## config.mk

```make
export PLATFORM = sky130hd
export DESIGN_NAME = serial_adder
export DESIGN_NICKNAME = d
export VERILOG_FILES = /design/src/rtl/serial_adder_pkg.sv /design/src/rtl/serial_adder_chunk_adder.sv /design/src/rtl/serial_adder.sv
export SDC_FILE = /design/constraint.sdc
export NUM_CORES = 1
export LEC_CHECK = 0
export CAP_MARGIN = 20
export CELL_PAD_IN_SITES_DETAIL_PLACEMENT = 1
export CELL_PAD_IN_SITES_GLOBAL_PLACEMENT = 1
export CORE_MARGIN = 2
export CORE_UTILIZATION = 41
export CTS_CLUSTER_SIZE = 30
export DETAILED_ROUTE_END_ITERATION = 10
export DONT_BUFFER_PORTS = 1
export PLACE_DENSITY = 0.76
export SLEW_MARGIN = 20
export SYNTH_ARGS = -nofsm -noshare
export SYNTH_HDL_FRONTEND = slang
export SYNTH_SLANG_ARGS = --single-unit
```

## constraint.sdc

```tcl
create_clock -name clk -period 1.3 [get_ports clk]
set_input_delay 0.195 -clock clk [delete_from_list [all_inputs] [get_ports clk]]
set_output_delay 0.195 -clock clk [all_outputs]
set_load 0.02 [all_outputs]
```

## src/rtl/serial_adder_pkg.sv

```systemverilog
`default_nettype none
// +----------------------------------------------------------------------+
// | Module   : serial_adder_pkg                                          |
// | Purpose  : Shared definitions for the serial adder: FSM state        |
// |            encoding, step-count derivation and counter sizing.       |
// | Ports    : none (package)                                            |
// | Revision : 1.0  initial release                                      |
// +----------------------------------------------------------------------+
package serial_adder_pkg;

  typedef enum logic [1:0] {
    ST_IDLE = 2'd0,
    ST_RUN  = 2'd1,
    ST_DONE = 2'd2
  } state_e;

  // Number of clock steps needed to walk WIDTH bits CHUNK at a time.
  function automatic int calc_steps(input int width, input int chunk);
    return width / chunk;
  endfunction

  // Step-counter width; a single-step configuration still needs one bit.
  function automatic int cnt_width(input int steps);
    return (steps <= 1) ? 1 : $clog2(steps);
  endfunction

endpackage
`default_nettype wire

```

## src/rtl/serial_adder_chunk_adder.sv

```systemverilog
`default_nettype none
// +----------------------------------------------------------------------+
// | Module   : chunk_adder                                               |
// | Purpose  : Combinational CHUNK-bit adder with carry-in / carry-out.  |
// | Ports    : a, b [CHUNK-1:0] addends; ci carry-in;                    |
// |            s [CHUNK-1:0] sum; co carry-out.                          |
// | Revision : 1.0  initial release                                      |
// +----------------------------------------------------------------------+
module chunk_adder
  import serial_adder_pkg::*;
#(
  parameter int CHUNK = 1
) (
  input  logic [CHUNK-1:0] a,
  input  logic [CHUNK-1:0] b,
  input  logic             ci,
  output logic [CHUNK-1:0] s,
  output logic             co
);

  generate
    if (CHUNK == 1) begin : g_fa
      // Classic single-bit full-adder cell.
      logic p;
      assign p    = a[0] ^ b[0];
      assign s[0] = p ^ ci;
      assign co   = (a[0] & b[0]) | (p & ci);
    end else begin : g_wide
      logic [CHUNK:0] t;
      assign t       = {1'b0, a} + {1'b0, b} + {{CHUNK{1'b0}}, ci};
      assign {co, s} = t;
    end
  endgenerate

endmodule
`default_nettype wire

```

## src/rtl/serial_adder.sv

```systemverilog
`default_nettype none
// +----------------------------------------------------------------------+
// | Module   : serial_adder                                              |
// | Purpose  : Multi-cycle adder computing a+b+cin, CHUNK bits per clock,|
// |            with valid/ready handshakes on operands and result.       |
// | Ports    : clk, rst_n (sync, active-low)                             |
// |            in_valid/in_ready, a, b [WIDTH-1:0], cin   operand side   |
// |            out_valid/out_ready, sum [WIDTH-1:0], cout  result side   |
// |            sub (in), ovf (out)  only with SERIAL_ADDER_SUB_EN        |
// | Options  : SERIAL_ADDER_SUB_EN adds subtract mode and signed ovf.    |
// | Revision : 1.0  initial release                                      |
// +----------------------------------------------------------------------+
module serial_adder
  import serial_adder_pkg::*;
#(
  parameter int WIDTH = 8,
  parameter int CHUNK = 1
) (
  input  logic             clk,
  input  logic             rst_n,
  input  logic             in_valid,
  output logic             in_ready,
  input  logic [WIDTH-1:0] a,
  input  logic [WIDTH-1:0] b,
  input  logic             cin,
`ifdef SERIAL_ADDER_SUB_EN
  input  logic             sub,
  output logic             ovf,
`endif
  output logic             out_valid,
  input  logic             out_ready,
  output logic [WIDTH-1:0] sum,
  output logic             cout
);

  localparam int STEPS = calc_steps(WIDTH, CHUNK);
  localparam int CW    = cnt_width(STEPS);

  state_e           state_q, state_d;
  logic [CW-1:0]    cnt_q, cnt_d;
  logic             carry_q, carry_d;
  logic [WIDTH-1:0] a_sh_q, a_sh_d;
  logic [WIDTH-1:0] b_sh_q, b_sh_d;
  logic [WIDTH-1:0] sum_q, sum_d;
  logic             cout_q, cout_d;
`ifdef SERIAL_ADDER_SUB_EN
  logic             a_msb_q, a_msb_d;
  logic             b_msb_q, b_msb_d;
  logic             ovf_q, ovf_d;
`endif

  logic [CHUNK-1:0] chunk_s;
  logic             chunk_co;

  chunk_adder #(.CHUNK(CHUNK)) u_chunk_adder (
    .a  (a_sh_q[CHUNK-1:0]),
    .b  (b_sh_q[CHUNK-1:0]),
    .ci (carry_q),
    .s  (chunk_s),
    .co (chunk_co)
  );

  always_comb begin
    state_d = state_q;
    cnt_d   = cnt_q;
    carry_d = carry_q;
    a_sh_d  = a_sh_q;
    b_sh_d  = b_sh_q;
    sum_d   = sum_q;
    cout_d  = cout_q;
`ifdef SERIAL_ADDER_SUB_EN
    a_msb_d = a_msb_q;
    b_msb_d = b_msb_q;
    ovf_d   = ovf_q;
`endif
    case (state_q)
      ST_IDLE: begin
        // in_ready is high throughout IDLE, so in_valid alone is the handshake.
        if (in_valid) begin
          a_sh_d  = a;
          b_sh_d  = b;
          carry_d = cin;
`ifdef SERIAL_ADDER_SUB_EN
          // a - b - cin == a + ~b + ~cin in two's complement.
          if (sub) begin
            b_sh_d  = ~b;
            carry_d = ~cin;
          end
          a_msb_d = a[WIDTH-1];
          b_msb_d = b_sh_d[WIDTH-1];
`endif
          cnt_d   = '0;
          state_d = ST_RUN;
        end
      end
      ST_RUN: begin
        // Result fills from the MSB side so it is LSB-aligned after STEPS shifts.
        sum_d                    = sum_q >> CHUNK;
        sum_d[WIDTH-1 -: CHUNK]  = chunk_s;
        a_sh_d                   = a_sh_q >> CHUNK;
        b_sh_d                   = b_sh_q >> CHUNK;
        carry_d                  = chunk_co;
        cnt_d                    = cnt_q + 1'b1;
        if (cnt_q == CW'(STEPS - 1)) begin
          cout_d  = chunk_co;
`ifdef SERIAL_ADDER_SUB_EN
          // Signed overflow: like-signed operands producing an opposite-signed sum.
          ovf_d   = (a_msb_q == b_msb_q) && (chunk_s[CHUNK-1] != a_msb_q);
`endif
          state_d = ST_DONE;
        end
      end
      ST_DONE: begin
        if (out_ready) begin
          state_d = ST_IDLE;
        end
      end
      default: begin
        state_d = ST_IDLE;
      end
    endcase
  end

  always_ff @(posedge clk) begin
    if (!rst_n) begin
      state_q <= ST_IDLE;
      cnt_q   <= '0;
      carry_q <= 1'b0;
      a_sh_q  <= '0;
      b_sh_q  <= '0;
      sum_q   <= '0;
      cout_q  <= 1'b0;
`ifdef SERIAL_ADDER_SUB_EN
      a_msb_q <= 1'b0;
      b_msb_q <= 1'b0;
      ovf_q   <= 1'b0;
`endif
    end else begin
      state_q <= state_d;
      cnt_q   <= cnt_d;
      carry_q <= carry_d;
      a_sh_q  <= a_sh_d;
      b_sh_q  <= b_sh_d;
      sum_q   <= sum_d;
      cout_q  <= cout_d;
`ifdef SERIAL_ADDER_SUB_EN
      a_msb_q <= a_msb_d;
      b_msb_q <= b_msb_d;
      ovf_q   <= ovf_d;
`endif
    end
  end

  assign in_ready  = (state_q == ST_IDLE);
  assign out_valid = (state_q == ST_DONE);
  assign sum       = sum_q;
  assign cout      = cout_q;
`ifdef SERIAL_ADDER_SUB_EN
  assign ovf       = ovf_q;
`endif

endmodule
`default_nettype wire

```

==> results.toml <==
[run_status]
outcome = "complete, no violations"

[route]
drt-met1-wl_um = 1190
drtIter0Drc = 29
routed_wl_um = 3040
vias = 1044
vias_per_cell = 5.38
wire_per_inst_um = 15.7
wl_met2_um = 1650
firstDrtPassIters = 4
top_layer = "met4"
drcViolationCount = 0
drtAntennaViolNets = 0
wl_met3_um = 150

[power]
p_total_w = 0.00208
vdd_drop_max_v = 0.000752
powerDensity_mw_per_mm2 = 1310
leakage_nw = 0.563

[worst_setup_path]
crit_fanout = 18
reg2reg_depth = 6
crit_path_start_kind = "flip-flop"
end_kind = "flip-flop"
ff2ff_setup_slack_ps = 3
critPathRequiredTime_ps = 1530
cp.arrival_ps = 1530
r2r-end = "cnt_q[2]$_SDFFE_PN0P_"
r2r_start = "state_q[1]$_SDFFE_PN0P_"
worstSetupPathType = "flip-flop to flip-flop"

[yosys]
synthXorXnorAreaFrac = 0
synth_top_area_frac = 0.453
synth_edf_count = 0
yosysUniqueCellTypes = 26
synth_common_cells = "dfxtp_1 (31), nand2_1 (17), inv_1 (16), a21oi_1 (15), a21boi_0 (12)"
syn_inst = 142
yosysWarnings = 0
ys_async_sr_fraction = 0
netlist_area_sq_mm = 0.00137
ys_top_cells_by_area = "dfxtp_1 (45%), o221ai_2 (11%), a21boi_0 (6.6%)"
post-synth-top-count-cell = "dfxtp_1"
synth-seq-area-share = 0.453
synth_fp_nets = 166
synthAdderAreaFrac = 0.0329
synth-compound-area-share = 0.286
synth.avg_cell_area_sq_um = 9.64
synthSimpleGateAreaFrac = 0.123
synth_top_family_by_area = "compound AO/OA/AOI/OAI gates"
synth_flop_cell = "dfxtp_1"
synthMuxAreaShare = 0.0146
synth_area_leader_cell = "dfxtp_1"
yosys_register_bits = 31

[sta]
period_needed_ps = 1300
hold_viol_final = 0
rsz0062_at_grt = "yes"
setup_viol = 0
tightest_slew_ps = 279
timing.fmax_mhz = 771
fin_crit_sh = 0.998
slew-limit-headroom = 0.814
clock_skew_ps = 11.2
final_max_slew_viol_count = 0
finalSetupTns_ps = 0

[floorplan]
die_h_um = 61.8
rows = 20
num_io_pins = 32
start_util = 0.441
die-area_sq_mm = 0.00382
core_sq_mm = 0.00310
chipWidth_um = 61.8

[finish]
area_growth_pct = 15.9
drive_above_1_share = 0.233
nets = 173
stdcell_count = 194
fin_area_sq_mm = 0.00159
num_antenna_cells = 0

[clock_network]
insertion_delay_ps = 330
max-clock-path-buffers = 2
cts_tree = "built"
htreeDepth = 2
cts_buffers = 5
cts.root.buffer_cell = "clkbuf_4"
cts_num_sinks = 31
clk_pin_slew_worst_paths_ps = 100

[hold_path]
whs_path_depth = 2
min_to = "state_q[1]$_SDFFE_PN0P_"
hold_class = "input port to flip-flop"
hold_path_startpoint = "out_ready"

[global_route]
grtUsageTotal = 0.178
grt_max_degree = 32
grt_pass1_wl_um = 4740
first_global_vias = 1045
antenna_found_initial = 0
grt_overflow = 0

[placed_design]
gp_congestion = 0.691
dpl.cell_count = 183
io_buffers = 0
place_area_sq_mm = 0.00142
hpwl_um = 2080

[flow_run]
drv_cap = 0
[logic make-up (layout without fill, tap and decap cells)]
kind of cell,after synthesis,after routing
adders and majority gates,3,3
AOI/OAI and AO/OA,47,47
DFF,31,31
and+or+nand+nor,32,32
buffers and inverters,27,35
muxes,2,2
[cell type report]
cell class              instances  area, sq um
repair buffers                 11          110
clock buffers                   6         51.3
flip-flops and latches         31          622
inverters                      16         60.1
multi-input cells              84          653
clock inverters                 2         35.0
well taps                      44         55.1
fillers                       371         1520
[registers in the layout (all words and copies together), names as in the netlist]
name     count
cnt_q        3
a_sh_q       8
state_q      2
cout         1
carry_q      1
b_sh_q       8
sum          8
[what timing repair did]
| item | in CTS | in global routing |
|---|---|---|
| endpoints found under the hold margin | 29 | 31 |
| endpoints found under the setup margin | 2 | 22 |
| resized for setup | 6 | 6 |
| pin swaps | 0 | 0 |
| cloned | 0 | 0 |
| buffers inserted | 0 | 2 |
[stage by stage]
stage               hold WS (ps)   util  worst slack (ps)
global route                29.2  0.511              -108
floorplan                    362      -              21.8
detailed placement           328  0.458              6.03
finish                      30.0  0.511              2.54
CTS                        -44.7  0.492             -16.1
global placement             321  0.458              86.4
[power by group]
group / internal, W / switching, W / total [W] / leakage (nW)
clock: 0.000454 / 0.000338 / 0.000792 / 0.0482
sequential: 0.00101 / 0.0000462 / 0.00105 / 0.255
combinational: 0.000103 / 0.000128 / 0.000231 / 0.260
[worst max-delay path: stages (launching register included)]
cell	delay (ps)
dfxtp_2	350
buf_6	130
buf_4	130
o21bai_1	160
buf_6	170
a22oi_1	180
nor2b_1	90
[cells in the final DEF (no fill, tap or decap)]
cell,n
nor2_1,1
fa_1,1
clkinv_2,1
buf_12,1
ha_1,2
a22oi_1,2
o21ai_0,2
dfxtp_1,30
a21boi_0,11
nor2b_4,1
dfxtp_2,1
a21oi_1,15
or3b_1,1
nor2b_1,4
o221ai_1,3
buf_6,4
mux2i_1,2
clkbuf_8,1
a21boi_1,1
nand4bb_1,2
buf_4,6
nor3b_1,1
o21bai_1,1
nand3_1,1
o221ai_2,12
nand2_1,17
clkbuf_4,5
nor2_2,1
nand2b_1,1
bufinv_16,1
nand2b_4,1
nand3b_1,1
inv_1,16
[worst max-delay path by stage]
stage	start	end	slack (ps)
3_3_place_gp	state_q[0]$_SDFFE_PN0P_	b_sh_q[1]$_SDFFE_PN0P_	90
4_1_cts	state_q[1]$_SDFFE_PN0P_	out_valid	-20
5_1_grt	state_q[1]$_SDFFE_PN0P_	cnt_q[2]$_SDFFE_PN0P_	-110
6_report	state_q[1]$_SDFFE_PN0P_	cnt_q[2]$_SDFFE_PN0P_	3
2_1_floorplan	state_q[0]$_SDFFE_PN0P_	a_sh_q[0]$_SDFFE_PN0P_	20
3_5_place_dp	state_q[0]$_SDFFE_PN0P_	b_sh_q[0]$_SDFFE_PN0P_	6
[metal layers]
layer	up-vias	track usage
li1	516	-
met1	500	0.180
met2	22	0.314
met3	6	0.0807
met4	0	0.0821
met5	-	0
Note: power is estimated with default switching activity, not from simulation.
